File: config.mk
export PLATFORM = sky130hd
export DESIGN_NAME = hilo_muldiv_flat
export DESIGN_NICKNAME = d
export VERILOG_FILES = /design/src/rtl/hilo_muldiv_if.sv /design/src/rtl/hilo_muldiv.sv /design/src/flat_wrapper.sv
export SDC_FILE = /design/constraint.sdc
export NUM_CORES = 1
export LEC_CHECK = 0
export CORE_ASPECT_RATIO = 0.6
export CORE_MARGIN = 3
export CORE_UTILIZATION = 55
export DETAILED_ROUTE_END_ITERATION = 10
export MAX_ROUTING_LAYER = met4
export PLACE_DENSITY = 0.81
export SLEW_MARGIN = 20
export SYNTH_ARGS = -nofsm -noshare
export SYNTH_HDL_FRONTEND = slang
export SYNTH_SLANG_ARGS = --single-unit
File: constraint.sdc
create_clock -name clk -period 3.55 [get_ports clk]
set_clock_uncertainty 0.05 [all_clocks]
set_input_delay 0.355 -clock clk [delete_from_list [all_inputs] [get_ports clk]]
set_output_delay 0.355 -clock clk [all_outputs]
set_load 0.02 [all_outputs]
File: src/rtl/hilo_muldiv_if.sv
// Operation request / HI-LO result bundle for hilo_muldiv.
// The master (execute stage) drives start/op/a/b/flush; the slave returns status and the HI/LO registers.
interface hilo_muldiv_if #(
  parameter int unsigned WIDTH = 32
);
  logic             start;
  logic [4:0]       op;
  logic [WIDTH-1:0] a;
  logic [WIDTH-1:0] b;
  logic             flush;
  logic             busy;
  logic             stall;
  logic             done;
  logic [WIDTH-1:0] hi;
  logic [WIDTH-1:0] lo;

  modport master (
    output start, op, a, b, flush,
    input  busy, stall, done, hi, lo
  );

  modport slave (
    input  start, op, a, b, flush,
    output busy, stall, done, hi, lo
  );
endinterface

File: src/rtl/hilo_muldiv.sv
// Multi-cycle shift-add multiplier / restoring divider owning the architectural HI/LO registers.
// Define HILO_MUL_EARLY_OUT_EN to let multiply leave RUN once the remaining multiplier bits are all zero.
module hilo_muldiv #(
  parameter int unsigned WIDTH         = 32,
  parameter logic [4:0]  MULT_CONTROL  = 5'b11000,
  parameter logic [4:0]  MULTU_CONTROL = 5'b11001,
  parameter logic [4:0]  DIV_CONTROL   = 5'b11010,
  parameter logic [4:0]  DIVU_CONTROL  = 5'b11011,
  parameter logic [4:0]  MTHI_CONTROL  = 5'b10001,
  parameter logic [4:0]  MTLO_CONTROL  = 5'b10011
) (
  input logic            clk,
  input logic            resetn,
  hilo_muldiv_if.slave   bus
);

  localparam int unsigned CW = $clog2(WIDTH + 1);

  localparam logic [1:0] S_IDLE = 2'd0;
  localparam logic [1:0] S_RUN  = 2'd1;
  localparam logic [1:0] S_FIX  = 2'd2;

  logic [1:0]         r_state;
  logic               r_busy;
  logic               r_done;
  logic [WIDTH-1:0]   r_hi;
  logic [WIDTH-1:0]   r_lo;

  logic               r_is_div;
  logic               r_neg_res;
  logic               r_neg_rem;
  logic               r_b_zero;
  logic [WIDTH-1:0]   r_a_raw;
  logic [2*WIDTH-1:0] r_acc;
  logic [2*WIDTH-1:0] r_mcand;
  logic [WIDTH-1:0]   r_mplier;   // multiplier for mul, divisor for div
  logic [WIDTH-1:0]   r_quot;
  logic [WIDTH-1:0]   r_rem;
  logic [CW-1:0]      r_cnt;

  logic               w_is_mul;
  logic               w_is_div;
  logic               w_is_signed;
  logic               w_muldiv;
  logic               w_is_mthi;
  logic               w_is_mtlo;
  logic               w_a_neg;
  logic               w_b_neg;
  logic [WIDTH-1:0]   w_a_mag;
  logic [WIDTH-1:0]   w_b_mag;

  logic [2*WIDTH-1:0] w_acc_step;
  logic [WIDTH-1:0]   w_mplier_shr;
  logic [WIDTH:0]     w_rem_shift;
  logic [WIDTH:0]     w_rem_sub;
  logic               w_q_bit;
  logic               w_last;

  logic [2*WIDTH-1:0] w_prod;
  logic [WIDTH-1:0]   w_quot_s;
  logic [WIDTH-1:0]   w_rem_s;
  logic [WIDTH-1:0]   w_hi_res;
  logic [WIDTH-1:0]   w_lo_res;
  logic [1:0]         w_state_nxt;

  // Operation decode
  assign w_is_mul    = (bus.op == MULT_CONTROL) | (bus.op == MULTU_CONTROL);
  assign w_is_div    = (bus.op == DIV_CONTROL)  | (bus.op == DIVU_CONTROL);
  assign w_is_signed = (bus.op == MULT_CONTROL) | (bus.op == DIV_CONTROL);
  assign w_muldiv    = w_is_mul | w_is_div;
  assign w_is_mthi   = (bus.op == MTHI_CONTROL);
  assign w_is_mtlo   = (bus.op == MTLO_CONTROL);

  // The most-negative value negates to itself, which reads correctly as unsigned 2^(WIDTH-1)
  assign w_a_neg = w_is_signed & bus.a[WIDTH-1];
  assign w_b_neg = w_is_signed & bus.b[WIDTH-1];
  assign w_a_mag = w_a_neg ? ('0 - bus.a) : bus.a;
  assign w_b_mag = w_b_neg ? ('0 - bus.b) : bus.b;

  assign w_acc_step   = r_mplier[0] ? (r_acc + r_mcand) : r_acc;
  assign w_mplier_shr = r_mplier >> 1;

  assign w_rem_shift = {r_rem, r_quot[WIDTH-1]};
  assign w_rem_sub   = w_rem_shift - {1'b0, r_mplier};
  assign w_q_bit     = ~w_rem_sub[WIDTH];

`ifdef HILO_MUL_EARLY_OUT_EN
  assign w_last = (r_cnt == CW'(1)) | (~r_is_div & (w_mplier_shr == '0));
`else
  assign w_last = (r_cnt == CW'(1));
`endif

  // Sign fix-up; divide-by-zero overrides so the signed path cannot disturb the all-ones quotient
  assign w_prod   = r_neg_res ? ('0 - r_acc)  : r_acc;
  assign w_quot_s = r_neg_res ? ('0 - r_quot) : r_quot;
  assign w_rem_s  = r_neg_rem ? ('0 - r_rem)  : r_rem;
  assign w_hi_res = r_is_div ? (r_b_zero ? r_a_raw : w_rem_s)  : w_prod[2*WIDTH-1:WIDTH];
  assign w_lo_res = r_is_div ? (r_b_zero ? '1      : w_quot_s) : w_prod[WIDTH-1:0];

  always_comb begin
    w_state_nxt = r_state;
    case (r_state)
      S_IDLE: if (bus.start && !bus.flush && w_muldiv) w_state_nxt = S_RUN;
      S_RUN: begin
        if (bus.flush)   w_state_nxt = S_IDLE;
        else if (w_last) w_state_nxt = S_FIX;
      end
      S_FIX:   w_state_nxt = S_IDLE;
      default: w_state_nxt = S_IDLE;
    endcase
  end

  always_ff @(posedge clk) begin
    if (!resetn) begin
      r_state   <= S_IDLE;
      r_busy    <= 1'b0;
      r_done    <= 1'b0;
      r_hi      <= '0;
      r_lo      <= '0;
      r_is_div  <= 1'b0;
      r_neg_res <= 1'b0;
      r_neg_rem <= 1'b0;
      r_b_zero  <= 1'b0;
      r_a_raw   <= '0;
      r_acc     <= '0;
      r_mcand   <= '0;
      r_mplier  <= '0;
      r_quot    <= '0;
      r_rem     <= '0;
      r_cnt     <= '0;
    end else begin
      r_state <= w_state_nxt;
      r_busy  <= (w_state_nxt != S_IDLE);
      r_done  <= (r_state == S_FIX) && !bus.flush;
      case (r_state)
        S_IDLE: begin
          if (bus.start && !bus.flush) begin
            if (w_is_mthi) r_hi <= bus.a;
            if (w_is_mtlo) r_lo <= bus.a;
            if (w_muldiv) begin
              r_is_div  <= w_is_div;
              r_neg_res <= w_a_neg ^ w_b_neg;
              r_neg_rem <= w_a_neg;
              r_b_zero  <= (bus.b == '0);
              r_a_raw   <= bus.a;
              r_acc     <= '0;
              r_mcand   <= {{WIDTH{1'b0}}, w_a_mag};
              r_mplier  <= w_b_mag;
              r_quot    <= w_a_mag;
              r_rem     <= '0;
              r_cnt     <= CW'(WIDTH);
            end
          end
        end
        S_RUN: begin
          r_cnt <= r_cnt - CW'(1);
          if (r_is_div) begin
            r_rem  <= w_q_bit ? w_rem_sub[WIDTH-1:0] : w_rem_shift[WIDTH-1:0];
            r_quot <= {r_quot[WIDTH-2:0], w_q_bit};
          end else begin
            r_acc    <= w_acc_step;
            r_mcand  <= r_mcand << 1;
            r_mplier <= w_mplier_shr;
          end
        end
        S_FIX: begin
          if (!bus.flush) begin
            r_hi <= w_hi_res;
            r_lo <= w_lo_res;
          end
        end
        default: ;
      endcase
    end
  end

  assign bus.busy  = r_busy;
  assign bus.done  = r_done;
  assign bus.hi    = r_hi;
  assign bus.lo    = r_lo;
  assign bus.stall = r_busy | (bus.start & w_muldiv & ~bus.flush);

endmodule

File: src/flat_wrapper.sv
// flat-port wrapper written by rule: the top's interface ports become plain ports
module hilo_muldiv_flat 
#(
  parameter int unsigned WIDTH         = 32,
  parameter logic [4:0]  MULT_CONTROL  = 5'b11000,
  parameter logic [4:0]  MULTU_CONTROL = 5'b11001,
  parameter logic [4:0]  DIV_CONTROL   = 5'b11010,
  parameter logic [4:0]  DIVU_CONTROL  = 5'b11011,
  parameter logic [4:0]  MTHI_CONTROL  = 5'b10001,
  parameter logic [4:0]  MTLO_CONTROL  = 5'b10011
)
  (clk, resetn, bus_start, bus_op, bus_a, bus_b, bus_flush, bus_busy, bus_stall, bus_done, bus_hi, bus_lo);
  hilo_muldiv_if #(.WIDTH(WIDTH)) bus_i ();
  input logic clk;
  input logic resetn;
  input wire logic [$bits(bus_i.start)-1:0] bus_start;
  input wire logic [$bits(bus_i.op)-1:0] bus_op;
  input wire logic [$bits(bus_i.a)-1:0] bus_a;
  input wire logic [$bits(bus_i.b)-1:0] bus_b;
  input wire logic [$bits(bus_i.flush)-1:0] bus_flush;
  output wire logic [$bits(bus_i.busy)-1:0] bus_busy;
  output wire logic [$bits(bus_i.stall)-1:0] bus_stall;
  output wire logic [$bits(bus_i.done)-1:0] bus_done;
  output wire logic [$bits(bus_i.hi)-1:0] bus_hi;
  output wire logic [$bits(bus_i.lo)-1:0] bus_lo;
  assign bus_i.start = bus_start;
  assign bus_i.op = bus_op;
  assign bus_i.a = bus_a;
  assign bus_i.b = bus_b;
  assign bus_i.flush = bus_flush;
  assign bus_busy = bus_i.busy;
  assign bus_stall = bus_i.stall;
  assign bus_done = bus_i.done;
  assign bus_hi = bus_i.hi;
  assign bus_lo = bus_i.lo;
  hilo_muldiv #(.WIDTH(WIDTH), .MULT_CONTROL(MULT_CONTROL), .MULTU_CONTROL(MULTU_CONTROL), .DIV_CONTROL(DIV_CONTROL), .DIVU_CONTROL(DIVU_CONTROL), .MTHI_CONTROL(MTHI_CONTROL), .MTLO_CONTROL(MTLO_CONTROL)) u_core (.clk(clk), .resetn(resetn), .bus(bus_i));
endmodule
==> results by group <==
Outcome
  • Status: finished with violations
  • Failing checks: negative setup slack

Critical path
  • Crit path DAT: 4070 ps
  • CP Data Required Time: 3960 ps
  • Worst R2R Setup Slack: -120 ps
  • Path type of the worst setup path: register to register
  • Crit start category: register
  • CP endpoint kind: register
  • Max Fanout on Critical Path: 3

Placement
  • Worst slack, placed: -669 ps
  • Dpl hpwl: 68.3 mm
  • GPL Wtd Cong: 1.04
  • # port buffers: 139

Die
  • DIE AREA: 0.0448 sq mm
  • Core footprint: 0.0411 sq mm
  • # rows: 57
  • DIE WIDTH: 271 um
  • I/O pins: 140
  • Die H: 165 um
  • Initial Util: 56.6%

Global routing
  • M2 GR Usage: 54.8%
  • Grt met1 use: 57.3%
  • Met3 Use GR: 11.0%
  • Initial antenna violation count: 2
  • Largest net degree at the start of global routing: 132
  • Vias in the first global route: 22,900
  • Gr ovfl total: 0
  • Most used routing layer: met1
  • Global-route wire length before repair: 136 mm
  • Total global-route track usage: 39.8%

STA
  • TNS Setup: -503 ps
  • Worst rel slew slack: 43.3%
  • Fmax: 273 MHz
  • Worst-Margin Slew: 845 ps
  • Max-slew violations: 0
  • Final setup vio count: 6
  • Final min period: 3670 ps
  • Fin. Hold Viols: 0
  • Final period util: 103%
  • RSZ-0062 raised after global routing: yes
  • Worst Setup Slack, final: -115 ps

Power
  • Leakage Power: 0.0116 uW
  • Peak VDD IR: 0.000287 V
  • Pwr dens: 307 mW/mm^2

Logic synthesis
  • Yosys warns: 0
  • Synth Register Bits: 334
  • Top FF cell, synth: dfxtp_1
  • Mapped Area: 0.0232 sq mm
  • Distinct cells, synth: 77
  • Async set-or-reset flop fraction in the synthesized netlist: 0%
  • Synthesized instance count: 3,104
  • Seq/Total Area, Yosys: 28.8%
  • EDFF count, synth: 0
  • Avg Cell Area, Syn: 7.49 sq um
  • Post-synthesis net count: 3,281

Route
  • Post-DRT Antenna Nets: 0
  • DR iter-0 viols: 3,466
  • Avg Vias per Cell: 6.47
  • Total Wirelength: 91.1 mm
  • Per-cell routed wire length: 22.9 um
  • Drt first pass iters: 8
  • Drt drc: 0
  • Routed via count: 25,700

Clocking
  • H-tree depth: 2
  • Root Driver: clkbuf_16
  • Clk pin slew, worst setup/hold paths: 70 ps
  • Clock buffers created by TritonCTS: 36
  • Sink Count: 334
  • CTS tree: built
  • Max clock buf depth: 3
  • Clk_lat worst skew: 550 ps
  • Hold bufs inserted after CTS: 0

Final layout
  • Area grow syn2layout: 23.9%
  • Register Area: 0.00670 sq mm
  • Multi-input logic area: 0.0161 sq mm
  • Commonest non-fill, non-tap cell in the layout: nand2_1
  • Post-layout net count: 3,567
  • Fill count: 3,332
  • Ratio of cells with drive above 1 in the final layout: 14.0%
  • Most frequent cells in the layout: nand2_1, dfxtp_1, buf_4

Worst hold path
  • Hold Crit Class: primary input to register

Job
  • Max-cap viol count: 0
repair_timing:
action                     in CTS  in global routing
pin swaps                       9                 29
setup endpoints to repair      25                 65
gates resized for setup        34                102
cloned                          0                  2
buffers inserted                3                 16
cell families (layout without fill, tap and decap cells):
| family | after synthesis | count (layout) | share of synthesized area [%] |
|---|---|---|---|
| AO/OA/AOI/OAI | 1074 | 1074 | 29.5 |
| AND/OR/NAND/NOR | 1044 | 1044 | 21.4 |
| flip-flops | 334 | 334 | 28.8 |
| buffers and inverters | 280 | 588 | 4.53 |
| XOR/XNOR | 255 | 255 | 9.61 |
| adder cells (fa/ha/maj) | 104 | 104 | 5.66 |
| multiplexers | 13 | 13 | 0.560 |
| other | 0 | 1 | 0 |
power breakdown:
group,leakage [uW],switching [uW],internal [uW]
Combinational,0.00837,697,583
Sequential,0.00270,36.8,3780
Clock,0.000543,1650,2090
worst max-delay path: stages (launching register included):
cell	delay, ps
dfxtp_2	320
or4_4	540
or3_4	370
or3b_4	420
or3_4	350
or4_4	420
or3_4	370
buf_6	150
o31ai_4	170
xnor2_1	90
and3_4	180
nor3_2	160
cell usage after synthesis, types with 28 or more instances:
cell | count | area share (%)
nand2_1 | 451 | 7.3
clkbuf_1 | 180 | 2.9
o211ai_1 | 72 | 2.3
or3_1 | 28 | 0.75
inv_1 | 78 | 1.3
o21ai_0 | 310 | 6.7
nor3_1 | 40 | 0.86
o31ai_1 | 38 | 1.2
o41ai_1 | 29 | 1.1
nand3_1 | 122 | 2.6
a21o_1 | 43 | 1.4
a21oi_1 | 244 | 5.3
a21boi_0 | 127 | 4.1
or4_1 | 32 | 1.0
xor2_1 | 89 | 3.4
nor2_1 | 150 | 2.4
nor2b_1 | 42 | 1.1
a31oi_1 | 43 | 1.2
and2_1 | 42 | 1.1
ha_1 | 102 | 5.5
xnor2_1 | 166 | 6.3
dfxtp_1 | 334 | 29
state kept, by name, summed over array words and instances, names as in the netlist:
| name | cells |
|---|---|
| u_core.bus.busy | 1 |
| u_core.bus.done | 1 |
| u_core.bus.hi | 32 |
| u_core.bus.lo | 32 |
| u_core.r_a_raw | 32 |
| u_core.r_acc | 64 |
| u_core.r_b_zero | 1 |
| u_core.r_cnt | 6 |
| u_core.r_is_div | 1 |
| u_core.r_mcand | 64 |
| u_core.r_mplier | 32 |
| u_core.r_neg_rem | 1 |
| u_core.r_neg_res | 1 |
| u_core.r_quot | 32 |
| u_core.r_rem | 32 |
| u_core.r_state | 2 |
metrics by stage:
| step | util, % | total power, uW | cells | cell area (sq um) | hold slack [ps] |
|---|---|---|---|---|---|
| floorplan | - | 4490 | 3104 | 23200 | 391 |
| global placement | 65.6 | 4970 | 3891 | 26900 | 396 |
| detailed placement | 65.6 | 4990 | 3891 | 26900 | 402 |
| CTS | 68.7 | 8660 | 3954 | 28200 | 254 |
| global route | 70.1 | 9060 | 3973 | 28800 | 292 |
| finish | 70.1 | 8840 | 3973 | 28800 | 273 |
per-layer routing:
metal  up-vias  routed length (um)
met4         0                2190
li1      11800                   -
met2      1417               36400
met5         -                   0
met1     12400               41500
met3       147               11000
area by class of cell:
type / instances / area share [%]
Multi-Input combinational cell: 2490 / 55.9
Clock inverter: 7 / 0.222
Inverter: 78 / 1.02
Tap cell: 560 / 2.43
Antenna cell: 1 / 0.00869
Sequential cell: 334 / 23.3
Timing Repair Buffer: 450 / 13.6
Clock buffer: 53 / 3.60
final timing paths:
check                            to  cells past startpoint              from
hold / removal      u_core.r_b_zero                      2            resetn
hold reg to reg    u_core.bus.hi[7]                      2  u_core.bus.hi[7]
setup reg to reg  u_core.bus.lo[31]                     11  u_core.r_quot[3]
setup / recovery  u_core.bus.lo[31]                     11  u_core.r_quot[3]
Note: power is estimated with default switching activity, not from simulation.
